### src/rtl/pc_npc_branch_unit_pkg.sv
// Shared constants and types for the PC/nPC branch unit.
package pc_npc_branch_unit_pkg;

  localparam int unsigned ADDR_W      = 32;
  localparam int unsigned INSTR_BYTES = 4;

  typedef logic [ADDR_W-1:0] addr_t;

  localparam addr_t      PC_RESET  = 32'h0000_0000;
  localparam addr_t      NPC_RESET = 32'h0000_0004;
  localparam logic [3:0] COND_BA   = 4'b1000;
  localparam logic [3:0] COND_BN   = 4'b0000;

  // Sequential successor; the add wraps at 2^32 and drops the carry.
  function automatic addr_t seq_next(input addr_t a);
    return a + addr_t'(INSTR_BYTES);
  endfunction

endpackage

### src/rtl/pc_npc_branch_unit_sat_counter16.sv
// 16-bit event counter with enable and synchronous clear; holds at 16'hFFFF.
module sat_counter16 (
  input  logic        clk,
  input  logic        clear,
  input  logic        en,
  output logic [15:0] count
);

  always_ff @(posedge clk) begin
    if (clear) begin
      count <= 16'h0000;
    end else if (en && (count != 16'hFFFF)) begin
      count <= count + 16'h0001;
    end
  end

endmodule

### src/rtl/pc_npc_branch_unit.sv
// SPARC-style PC/nPC sequencer with delayed branches, CALL redirect and annul.
// Optional branch statistics counters are enabled by defining BRANCH_STATS_EN.
module pc_npc_branch_unit
  import pc_npc_branch_unit_pkg::*;
(
  input  logic              clk,
  input  logic              reset,
  input  logic              ID_branch_instr,
  input  logic              branch_out,
  input  logic [3:0]        ID_cond,
  input  logic              ID_annul,
  input  logic [ADDR_W-1:0] ID_branch_target,
  input  logic              ID_call,
  input  logic [ADDR_W-1:0] ID_call_target,
  input  logic              hazard_stall,
`ifdef BRANCH_STATS_EN
  output logic [15:0]       stat_taken,
  output logic [15:0]       stat_not_taken,
`endif
  output logic [ADDR_W-1:0] PC,
  output logic [ADDR_W-1:0] nPC,
  output logic              ID_slot_annulled
);

  logic  annul_q;
  logic  annul_d;
  logic  valid_branch;
  logic  valid_call;
  addr_t npc_d;

  // An annulled delay slot is a NOP: it may neither redirect nor re-arm annul.
  assign valid_branch = ID_branch_instr && !annul_q;
  assign valid_call   = ID_call && !annul_q;

  always_comb begin
    npc_d = seq_next(nPC);
    if (valid_call) begin
      npc_d = ID_call_target;
    end else if (valid_branch && branch_out) begin
      npc_d = ID_branch_target;
    end
  end

  // BA with a=1 annuls even though taken; CALL never annuls.
  assign annul_d = valid_branch && ID_annul && (!branch_out || (ID_cond == COND_BA));

  always_ff @(posedge clk) begin
    if (reset) begin
      PC      <= PC_RESET;
      nPC     <= NPC_RESET;
      annul_q <= 1'b0;
    end else if (!hazard_stall) begin
      PC      <= nPC;
      nPC     <= npc_d;
      annul_q <= annul_d;
    end
  end

  assign ID_slot_annulled = annul_q;

`ifdef BRANCH_STATS_EN
  logic count_taken;
  logic count_not_taken;

  assign count_taken     = !hazard_stall && valid_branch && branch_out;
  assign count_not_taken = !hazard_stall && valid_branch && !branch_out;

  sat_counter16 u_stat_taken (
    .clk   (clk),
    .clear (reset),
    .en    (count_taken),
    .count (stat_taken)
  );

  sat_counter16 u_stat_not_taken (
    .clk   (clk),
    .clear (reset),
    .en    (count_not_taken),
    .count (stat_not_taken)
  );
`endif

endmodule

### config.mk
export PLATFORM = sky130hd
export DESIGN_NAME = pc_npc_branch_unit
export DESIGN_NICKNAME = d
export VERILOG_FILES = /design/src/rtl/pc_npc_branch_unit_pkg.sv /design/src/rtl/pc_npc_branch_unit_sat_counter16.sv /design/src/rtl/pc_npc_branch_unit.sv
export SDC_FILE = /design/constraint.sdc
export NUM_CORES = 1
export LEC_CHECK = 0
export CORE_MARGIN = 3
export CORE_UTILIZATION = 35
export CTS_CLUSTER_DIAMETER = 60
export CTS_CLUSTER_SIZE = 16
export DETAILED_ROUTE_END_ITERATION = 8
export HOLD_SLACK_MARGIN = 0.06
export PLACE_DENSITY = 0.78
export SYNTH_ARGS = -nofsm -noshare
export SYNTH_HDL_FRONTEND = slang
export SYNTH_SLANG_ARGS = --single-unit
### constraint.sdc
create_clock -name clk -period 1.8 [get_ports clk]
set_clock_uncertainty 0.2 [all_clocks]
set_input_delay 0.27 -clock clk [delete_from_list [all_inputs] [get_ports clk]]
set_output_delay 0.27 -clock clk [all_outputs]
set_load 0.02 [all_outputs]
==> results.py, run 1 <==
metrics = {
    "pwr": {
        "ir_drop_uv": 378,
        "leakagePower_nw": 2.85,
        "finalPower_mw": 3.70,
        "pwr_density_cell_nw_per_um2": 606,
    },
    "global_routing": {
        "grt_pass1_vias": 4154,
        "grt.total_usage_pct": 24.0,
        "grt_max_degree": 43,
        "grt_pass1_wl_mm": 21.9,
        "gr-total-overflow": 0,
        "antenna_found_initial": 0,
    },
    "critical_path": {
        "cp.required_ps": 1840,
        "cp_num_buf_inv": 3,
        "critPathTopFamily": "simple AND/OR/NAND/NOR gates",
        "cpPeakStageDelay_ps": 360,
        "path_cells": "nand4_1, buf_4, nor2_4, buf_6, buf_6, nand4_1, o221a_2",
        "startpoint_type": "flop",
        "cp_max_fo": 5,
        "cp.arrival_ps": 1930,
        "crit_type": "reg2reg",
        "crit_path_top_delay_cell": "o221a_2",
        "crit_path_end_kind": "flop",
    },
    "sta": {
        "hold_ws_ps": 162,
        "rsz0062_at_grt": "yes",
        "setup-violations-final": 7,
        "setup_slack_ps": -88.1,
        "min_period_ps": 1890,
        "slew_headroom_pct": 76.7,
        "slew_violations": 0,
        "period_share_pct": 105,
        "final.setup.tns_ps": -143,
        "worstMarginPinSlew_ps": 346,
        "finalHoldViolations": 0,
        "fmax_ghz": 0.530,
    },
    "placed_design": {
        "post-dp-hpwl_mm": 10.6,
        "place_congestion": 0.898,
        "place_inst": 768,
        "port_buffers": 139,
    },
    "logic_synthesis": {
        "syn_area_per_cell_um2": 7.97,
        "syn-cell-area_um2": 3590,
        "synth_top_area_cell": "dfxtp_1",
        "synth_area_leaders": "dfxtp_1 36%, mux2i_1 8.9%, nor2_1 6.5%",
        "synth.distinct_cells": 57,
        "synth-edff-count": 0,
        "synth_top_area_share_pct": 36.3,
        "synth-seq-cells": 65,
        "syn_nets": 526,
        "async_flop_share_pct": 0,
        "synth_cells": 450,
        "ys_warn_count": 0,
        "synth-main-ff-cell": "dfxtp_1",
        "synth_common_cells": "65 x dfxtp_1, 62 x nor2_1, 42 x nand2_1, 40 x a21oi_1, 32 x mux2i_1",
        "synth.most_common_cell": "dfxtp_1",
        "ys_seq_area_share_pct": 36.3,
    },
    "clock_tree": {
        "cts_tree": "built",
        "htreeDepth": 3,
        "clkSinkCount": 65,
        "clk_pin_slew_ps": 70,
        "root_buffer": "clkbuf_8",
        "clockBufferDepth": 2,
        "cts_buffers": 9,
        "clk_latency_ps": 350,
    },
    "detailed_routing": {
        "wl_per_cell_um": 17.7,
        "ant_nets": 0,
        "drtIter0Drc": 233,
        "avgViaCountPerCell": 5.42,
        "vias": 4309,
        "dr.pass1.iters": 5,
        "routed_wl_mm": 14.1,
        "remaining_drc_errors": 0,
    },
    "final_layout": {
        "fin_util_pct": 61.9,
        "diodes": 0,
        "ff_latch_area_um2": 1340,
        "multiInputGateArea_um2": 2290,
        "syn2layout_area_growth_pct": 70.4,
        "final_cells": 795,
        "fillers": 870,
        "drive_gt1_share_pct": 25.7,
        "final_nets": 733,
    },
    "flow_run": {
        "cap_violations": 0,
    },
    "floorplan": {
        "fp-row-count": 36,
        "die-area_um2": 11500,
        "io_pins": 140,
        "initial_core_util_pct": 36.4,
        "coreArea_um2": 9860,
        "die_h_um": 107,
        "die_w_um": 107,
    },
    "hold_path": {
        "hp-class": "in2reg",
    },
    "run_status": {
        "outcome": "finished with violations",
        "violations": "setup timing",
    },
}
-- registers in the layout (all words and copies together), names as in the netlist --
signal / count
PC: 32
ID_slot_annulled: 1
nPC: 32
-- worst paths after layout --
kind / endpoint / slack, ps / cells past startpoint / start
setup / recovery: nPC[31] / -90 / 7 / nPC[10]
hold / removal: nPC[23] / 160 / 3 / reset
setup reg to reg: nPC[31] / -90 / 7 / nPC[10]
hold reg to reg: PC[19] / 290 / 2 / PC[19]
-- what timing repair did --
item                       4_1_cts  5_1_grt
setup endpoints to repair       45       34
gates cloned                     1        0
buffers inserted                 5        6
hold endpoints to repair         0        0
gates resized for setup         54       38
hold buffers                     0        0
pin swaps                        5       13
-- per-layer routing --
metal | share of wire [%] | vias up | global-route usage (%) | routed length [um]
met5 | 0 | - | 0 | 0
met4 | 1.3 | 0 | 5.66 | 180
met3 | 7.8 | 19 | 4.27 | 1100
met2 | 47 | 184 | 39.4 | 6560
met1 | 44 | 2042 | 32.6 | 6210
li1 | - | 2064 | - | -
-- where the power goes --
group          internal, mW  switching, mW  total [mW]
clock                 0.492          0.579        1.07
combinational         0.530          0.518        1.05
sequential             1.52         0.0626        1.58
total                  2.54           1.16        3.70
-- stage by stage --
| stage | cell area (um^2) | worst slack, ps |
|---|---|---|
| 3_5_place_dp | 5690 | -441 |
| 4_1_cts | 5940 | -12.6 |
| 6_report | 6110 | -88.1 |
| 3_3_place_gp | 5690 | -381 |
| 5_1_grt | 6110 | -99.7 |
| 2_1_floorplan | 3680 | -167 |
-- cells in the final DEF (no fill, tap or decap), types with 8 or more instances in the layout --
master / netlist / routed
nor2_1: 62 / 59
mux2i_1: 32 / 32
buf_6: 0 / 8
buf_4: 0 / 83
dlymetal6s2s_1: 0 / 16
dfxtp_1: 65 / 47
dlygate4sd2_1: 0 / 33
dfxtp_2: 0 / 13
clkbuf_8: 0 / 9
nand3_1: 18 / 15
clkdlybuf4s50_1: 0 / 88
o21ai_0: 22 / 22
nand2_1: 42 / 40
a21oi_1: 40 / 34
-- kinds of logic (layout without fill, tap and decap cells) --
logic type	after synthesis	count (layout)	share of synthesized area, %
buffers and inverters	43	255	4.85
AO/OA/AOI/OAI	128	128	23.9
AND/OR/NAND/NOR	172	172	23.4
adder cells (fa/ha/maj)	1	1	0.349
XOR/XNOR	9	9	2.20
multiplexers	32	32	8.93
flip-flops	65	65	36.3
-- final cells by class --
| type | instances | share of cell area (%) |
|---|---|---|
| clock buffers | 12 | 2.21 |
| clock inverters | 4 | 0.328 |
| inverters | 8 | 0.492 |
| multi-input cells | 342 | 37.5 |
| flip-flops and latches | 65 | 21.9 |
| well taps | 133 | 2.72 |
| repair buffers | 231 | 34.8 |
-- worst register-to-register path: cells and delay by family (launching register included) --
| kind | cells | cell delay, ps |
|---|---|---|
| simple gates | 3 | 460 |
| buf+inv | 3 | 420 |
| compound gates | 1 | 360 |
| flops | 1 | 350 |
(Power assumes the default switching activity.)
==> run 2, diff against run 1 <==
--- a/config.mk
+++ b/config.mk
@@ -10,8 +10,9 @@
 export CTS_CLUSTER_DIAMETER = 60
 export CTS_CLUSTER_SIZE = 16
 export DETAILED_ROUTE_END_ITERATION = 8
+export DONT_BUFFER_PORTS = 1
 export HOLD_SLACK_MARGIN = 0.06
-export PLACE_DENSITY = 0.78
+export PLACE_DENSITY = 0.6
 export SYNTH_ARGS = -nofsm -noshare
 export SYNTH_HDL_FRONTEND = slang
 export SYNTH_SLANG_ARGS = --single-unit
==> run 2 against run 1 <==
  * The run still ends with setup timing left
  * Clock power hardly changed
  * Sequential power rose by 3%
  * Core utilization decreased by 8.1 points
  * Worst setup slack better by 76 ps
  * Die area stayed put
  * Final cell count decreased by 11%
  * Routed wire length grew 0.28%
  * Register-to-register slack better by 80 ps
  * Non-clock buffer count down 88
  * Flip-flop and latch count is the same
  * Total power decreased by 5.1%
  * Cell area shrank 13%
  * Critical endpoint is now nPC[19]
==> results.py, run 2 (synthesized netlist as in run 1, its figures left out) <==
metrics = {
    "sta": {
        "setup-violations-final": 1,
        "min_period_ps": 1810,
        "slew_headroom_pct": 75.0,
        "worstMarginPinSlew_ps": 374,
        "finalHoldViolations": 0,
        "slew_violations": 0,
        "rsz0062_at_grt": "yes",
        "final.setup.tns_ps": -11.7,
        "fmax_ghz": 0.552,
        "period_share_pct": 101,
        "setup_slack_ps": -11.7,
    },
    "final_layout": {
        "multiInputGateArea_um2": 2280,
        "final_common_cell": "dlygate4sd3_1",
        "diodes": 0,
        "final_cells": 707,
        "final_cell_mix": "67 x dlygate4sd3_1, 62 x buf_4, 61 x nor2_1",
        "fin_util_pct": 53.9,
        "stdcell_area_um2": 5320,
        "ff_latch_area_um2": 1340,
        "fillers": 908,
        "syn2layout_area_growth_pct": 48.2,
        "drive_gt1_share_pct": 27.4,
        "final_nets": 645,
    },
    "run_status": {
        "violations": "setup timing",
        "outcome": "finished with violations",
    },
    "placed_design": {
        "place_congestion": 0.980,
        "post-dp-hpwl_mm": 9.24,
        "post_dp_cell_area_um2": 4150,
        "port_buffers": 0,
        "place_inst": 610,
    },
    "pwr": {
        "finalPower_mw": 3.51,
        "leakagePower_nw": 2.13,
        "ir_drop_uv": 294,
        "pwr_density_cell_nw_per_um2": 661,
    },
    "critical_path": {
        "cp.depth": 7,
        "cp_num_buf_inv": 2,
        "r2r_cells": 7,
        "rr_startpoint": "nPC[5]",
        "crit_path_end_kind": "flop",
        "startpoint_type": "flop",
        "crit_type": "reg2reg",
        "cp.required_ps": 1860,
        "cpPeakStageDelay_ps": 430,
        "ff2ff_setup_slack_ps": -10,
        "r2r-end": "nPC[19]",
        "crit_path_top_delay_cell": "o41a_1",
        "critPathTopFamily": "compound AO/OA/AOI/OAI gates",
        "cp.arrival_ps": 1870,
        "path_cells": "nand4_4, buf_6, nor3_4, buf_6, nand2_4, o41a_1, o32ai_2",
        "cp_max_fo": 6,
        "worst_path_most_repeated_cell": "buf_6",
    },
    "global_routing": {
        "grt_max_degree": 47,
        "grt_pass1_wl_mm": 21.7,
        "grt.total_usage_pct": 24.3,
        "grt_pass1_vias": 4155,
        "antenna_found_initial": 0,
        "gr-total-overflow": 0,
    },
    "detailed_routing": {
        "vias": 4004,
        "routed_wl_mm": 14.1,
        "ant_nets": 0,
        "drtIter0Drc": 258,
        "avgViaCountPerCell": 5.66,
        "dr.pass1.iters": 5,
        "remaining_drc_errors": 0,
        "wl_per_cell_um": 19.9,
    },
    "floorplan": {
        "fp-row-count": 36,
        "die_w_um": 107,
        "die-area_um2": 11500,
        "die_h_um": 107,
        "coreArea_um2": 9860,
        "initial_core_util_pct": 36.4,
        "io_pins": 140,
    },
    "hold_path": {
        "whs_path_depth": 3,
        "hp-class": "in2reg",
        "worstHoldEndpoint": "nPC[11]",
        "min_from": "ID_branch_target[11]",
    },
    "clock_tree": {
        "clockBufferDepth": 2,
        "clkSinkCount": 65,
        "clk_pin_slew_ps": 70,
        "cts_buffers": 9,
        "root_buffer": "clkbuf_8",
        "clk_latency_ps": 350,
        "cts_tree": "built",
        "htreeDepth": 3,
    },
    "flow_run": {
        "cap_violations": 0,
    },
}
==> run 2: changes by cell type in the layout (fill, tap and decap cells not counted), moves of 3 or more <==
| cell | previous run | this run |
|---|---|---|
| dlygate4sd3_1 | 0 | 67 |
| clkinv_1 | 0 | 4 |
| dfxtp_1 | 47 | 44 |
| buf_4 | 83 | 62 |
| nor2_4 | 4 | 1 |
| dlygate4sd2_1 | 33 | 0 |
| nand2_2 | 1 | 4 |
| dlymetal6s2s_1 | 16 | 0 |
| a21oi_2 | 4 | 8 |
| clkdlybuf4s50_1 | 88 | 0 |
| nand2_1 | 40 | 37 |
==> run 2: report_power, final <==
| part | internal, mW | switching (mW) |
|---|---|---|
| Clock | 0.476 | 0.567 |
| Combinational | 0.396 | 0.447 |
| Sequential | 1.52 | 0.107 |
==> run 2: through the flow <==
step	setup slack (ps)	hold slack, ps
floorplan	-167	218
global placement	-42.5	139
detailed placement	-57.1	142
CTS	5.63	60.5
global route	-75.1	73.1
finish	-11.7	77.7
==> run 2: how the worst max path moves through the flow <==
| stage | start | to | slack, ps |
|---|---|---|---|
| floorplan | nPC[4] | nPC[19] | -170 |
| global placement | ID_slot_annulled | nPC[21] | -40 |
| detailed placement | nPC[7] | nPC[27] | -60 |
| CTS | nPC[7] | nPC[19] | 6 |
| global route | nPC[10] | nPC[19] | -80 |
| finish | nPC[5] | nPC[19] | -10 |
==> run 2: repair_timing <==
item | 4_1_cts | 5_1_grt
endpoints found under the hold margin | 65 | 0
endpoints found under the setup margin | 11 | 25
hold buffers | 70 | 0
pin swaps | 1 | 21
gates cloned | 0 | 0
setup buffers | 2 | 10
gates resized for setup | 7 | 40
==> run 2: cell type report <==
class / instances / area share [%]
Clock inverter: 6 / 0.471
Inverter: 8 / 0.565
Sequential cell: 65 / 25.3
Timing Repair Buffer: 143 / 25.2
Multi-Input combinational cell: 342 / 43.0
Clock buffer: 10 / 2.40
Tap cell: 133 / 3.13
==> run 2: metal layers <==
layer | vias to the layer above | part of all wire (%) | global-route usage (%)
li1 | 1888 | - | -
met5 | - | 0 | 0
met1 | 1919 | 43 | 31.0
met4 | 0 | 1.7 | 8.58
met2 | 177 | 47 | 39.7
met3 | 20 | 8.5 | 5.96
==> run 2: worst reg2reg max path, cell delays in order, from the launching register on <==
cell and delay [ps]:
dfxtp_4 360, nand4_4 100, buf_6 140, nor3_4 160, buf_6 150, nand2_4 60, o41a_1 430, o32ai_2 110
==> run 3, diff against run 2 <==
--- a/config.mk
+++ b/config.mk
@@ -12,7 +12,7 @@
 export DETAILED_ROUTE_END_ITERATION = 8
 export DONT_BUFFER_PORTS = 1
 export HOLD_SLACK_MARGIN = 0.06
-export PLACE_DENSITY = 0.6
+export PLACE_DENSITY = 0.58
 export SYNTH_ARGS = -nofsm -noshare
 export SYNTH_HDL_FRONTEND = slang
 export SYNTH_SLANG_ARGS = --single-unit
==> constraint.sdc (replaced) <==
create_clock -name clk -period 1.87 [get_ports clk]
set_clock_uncertainty 0.2 [all_clocks]
set_input_delay 0.2805 -clock clk [delete_from_list [all_inputs] [get_ports clk]]
set_output_delay 0.2805 -clock clk [all_outputs]
set_load 0.02 [all_outputs]
==> run 3 against run 2 <==
  * The run now ends clean
  * Sequential power fell by 4%
  * Total power rose by 1.9%
  * Count of clock-buffer cells in the layout rose by 4
  * Flip-flop and latch count did not move
  * Clock power rose by 24%
  * Final cell count fell by 2.1%
  * Combinational power fell by 14%
==> results.py, run 3 (synthesized netlist as in run 1, its figures left out) <==
metrics = {
    "detailed_routing": {
        "routed_wl_mm": 13.9,
        "remaining_drc_errors": 0,
        "dr.pass1.iters": 5,
        "ant_nets": 0,
        "wl_per_cell_um": 20.1,
        "drtIter0Drc": 272,
        "vias": 3960,
        "avgViaCountPerCell": 5.72,
    },
    "sta": {
        "finalHoldViolations": 0,
        "period_share_pct": 96.7,
        "worstMarginPinSlew_ps": 440,
        "slew_violations": 0,
        "min_period_ps": 1810,
        "hold_ws_ps": 76.9,
        "final.setup.tns_ps": 0,
        "setup-violations-final": 0,
        "fmax_ghz": 0.553,
        "setup_slack_ps": 60.9,
        "rsz0062_at_grt": "yes",
        "slew_headroom_pct": 70.6,
    },
    "global_routing": {
        "use_met1_pct": 31.8,
        "grt.total_usage_pct": 24.0,
        "grt_max_degree": 41,
        "grt_use_met2_pct": 38.2,
        "grt_pass1_wl_mm": 21.4,
        "grt_busiest_layer": "met2",
        "grt_pass1_vias": 4000,
        "grt_util_met3_pct": 5.48,
        "antenna_found_initial": 1,
        "gr-total-overflow": 0,
    },
    "clock_tree": {
        "clockBufferDepth": 2,
        "cts_tree": "built",
        "clk_pin_slew_ps": 70,
        "htreeDepth": 3,
        "cts_buffers": 9,
        "clkSinkCount": 65,
        "root_buffer": "clkbuf_8",
        "clk_latency_ps": 360,
    },
    "critical_path": {
        "rr_startpoint": "ID_slot_annulled",
        "r2r-end": "nPC[18]",
        "crit_type": "reg2reg",
        "startpoint_type": "flop",
        "cp.required_ps": 1920,
        "crit_path_end_kind": "flop",
        "r2r_cells": 5,
        "cpPeakStageDelay_ps": 380,
        "crit_path_top_delay_cell": "dfxtp_4",
        "cp_max_fo": 7,
        "ff2ff_setup_slack_ps": 60,
        "cp.arrival_ps": 1860,
        "path_cells": "nand3b_1, or3_1, o21ai_1, a21oi_1, o221a_2",
    },
    "hold_path": {
        "min_from": "ID_call_target[23]",
        "worstHoldEndpoint": "nPC[23]",
        "hp-class": "in2reg",
        "whs_path_depth": 4,
    },
    "pwr": {
        "finalPower_mw": 3.58,
        "leakagePower_nw": 2.12,
        "ir_drop_uv": 399,
        "pwr_density_cell_nw_per_um2": 703,
    },
    "floorplan": {
        "die_w_um": 107,
        "die_h_um": 107,
        "die-area_um2": 11500,
        "fp-row-count": 36,
        "initial_core_util_pct": 36.4,
        "coreArea_um2": 9860,
        "io_pins": 140,
    },
    "placed_design": {
        "place_inst": 606,
        "post-dp-hpwl_mm": 9.35,
        "post_dp_cell_area_um2": 4100,
        "dp_slack_ps": -2.94,
        "place_congestion": 0.894,
        "port_buffers": 0,
    },
    "final_layout": {
        "final_cell_mix": "62 x dlygate4sd3_1, 61 x nor2_1, 61 x buf_4",
        "stdcell_area_um2": 5090,
        "syn2layout_area_growth_pct": 42.0,
        "drive_gt1_share_pct": 22.4,
        "fillers": 957,
        "final_common_cell": "dlygate4sd3_1",
        "final_cells": 692,
        "final_nets": 629,
        "multiInputGateArea_um2": 2210,
        "fin_util_pct": 51.6,
        "ff_latch_area_um2": 1330,
    },
    "flow_run": {
        "cap_violations": 0,
    },
    "run_status": {
        "outcome": "completed",
    },
}
## run 3: worst max path at each step
| stage | startpoint | endpoint | slack, ps | cells after the start |
|---|---|---|---|---|
| 6_report | ID_slot_annulled | nPC[18] | 60 | 5 |
| 5_1_grt | ID_slot_annulled | nPC[25] | -20 | 6 |
| 4_1_cts | nPC[6] | nPC[19] | -10 | 5 |
| 3_5_place_dp | nPC[7] | nPC[27] | -3 | 5 |
| 3_3_place_gp | nPC[13] | nPC[20] | -10 | 5 |
| 2_1_floorplan | nPC[4] | nPC[19] | -100 | 7 |
## run 3: critical path: cells and delay by family, from the launching register on
family | cells | cell delay (ps)
AO/OA/AOI/OAI | 3 | 430
flip-flops | 1 | 380
AND/OR/NAND/NOR | 2 | 680
## run 3: what timing repair did
item                                    in CTS  in global routing
resized for setup                            3                 16
endpoints found under the hold margin       65                  0
endpoints found under the setup margin       4                 15
setup buffers                                0                  5
gates cloned                                 0                  0
pin swaps                                    1                  9
hold buffers                                64                  0
## run 3: layout make-up
class / instances / share of cell area, %
antenna: 1 / 0.0491
clock buffer: 14 / 3.39
clock inverter: 2 / 0.688
inverter: 8 / 0.590
multi-input combinational: 342 / 43.5
sequential: 65 / 26.1
tap: 133 / 3.27
timing repair buffer: 127 / 22.4
## run 3: power breakdown
part | internal (mW) | total (mW) | switching (mW)
logic | 0.331 | 0.726 | 0.395
clock network | 0.725 | 1.29 | 0.568
registers | 1.46 | 1.56 | 0.0989
## run 3: layer usage
metal	share of wire (%)	routed length (um)
met1	44	6120
met2	47	6490
met3	8.1	1130
met4	1.4	193
met5	0	0
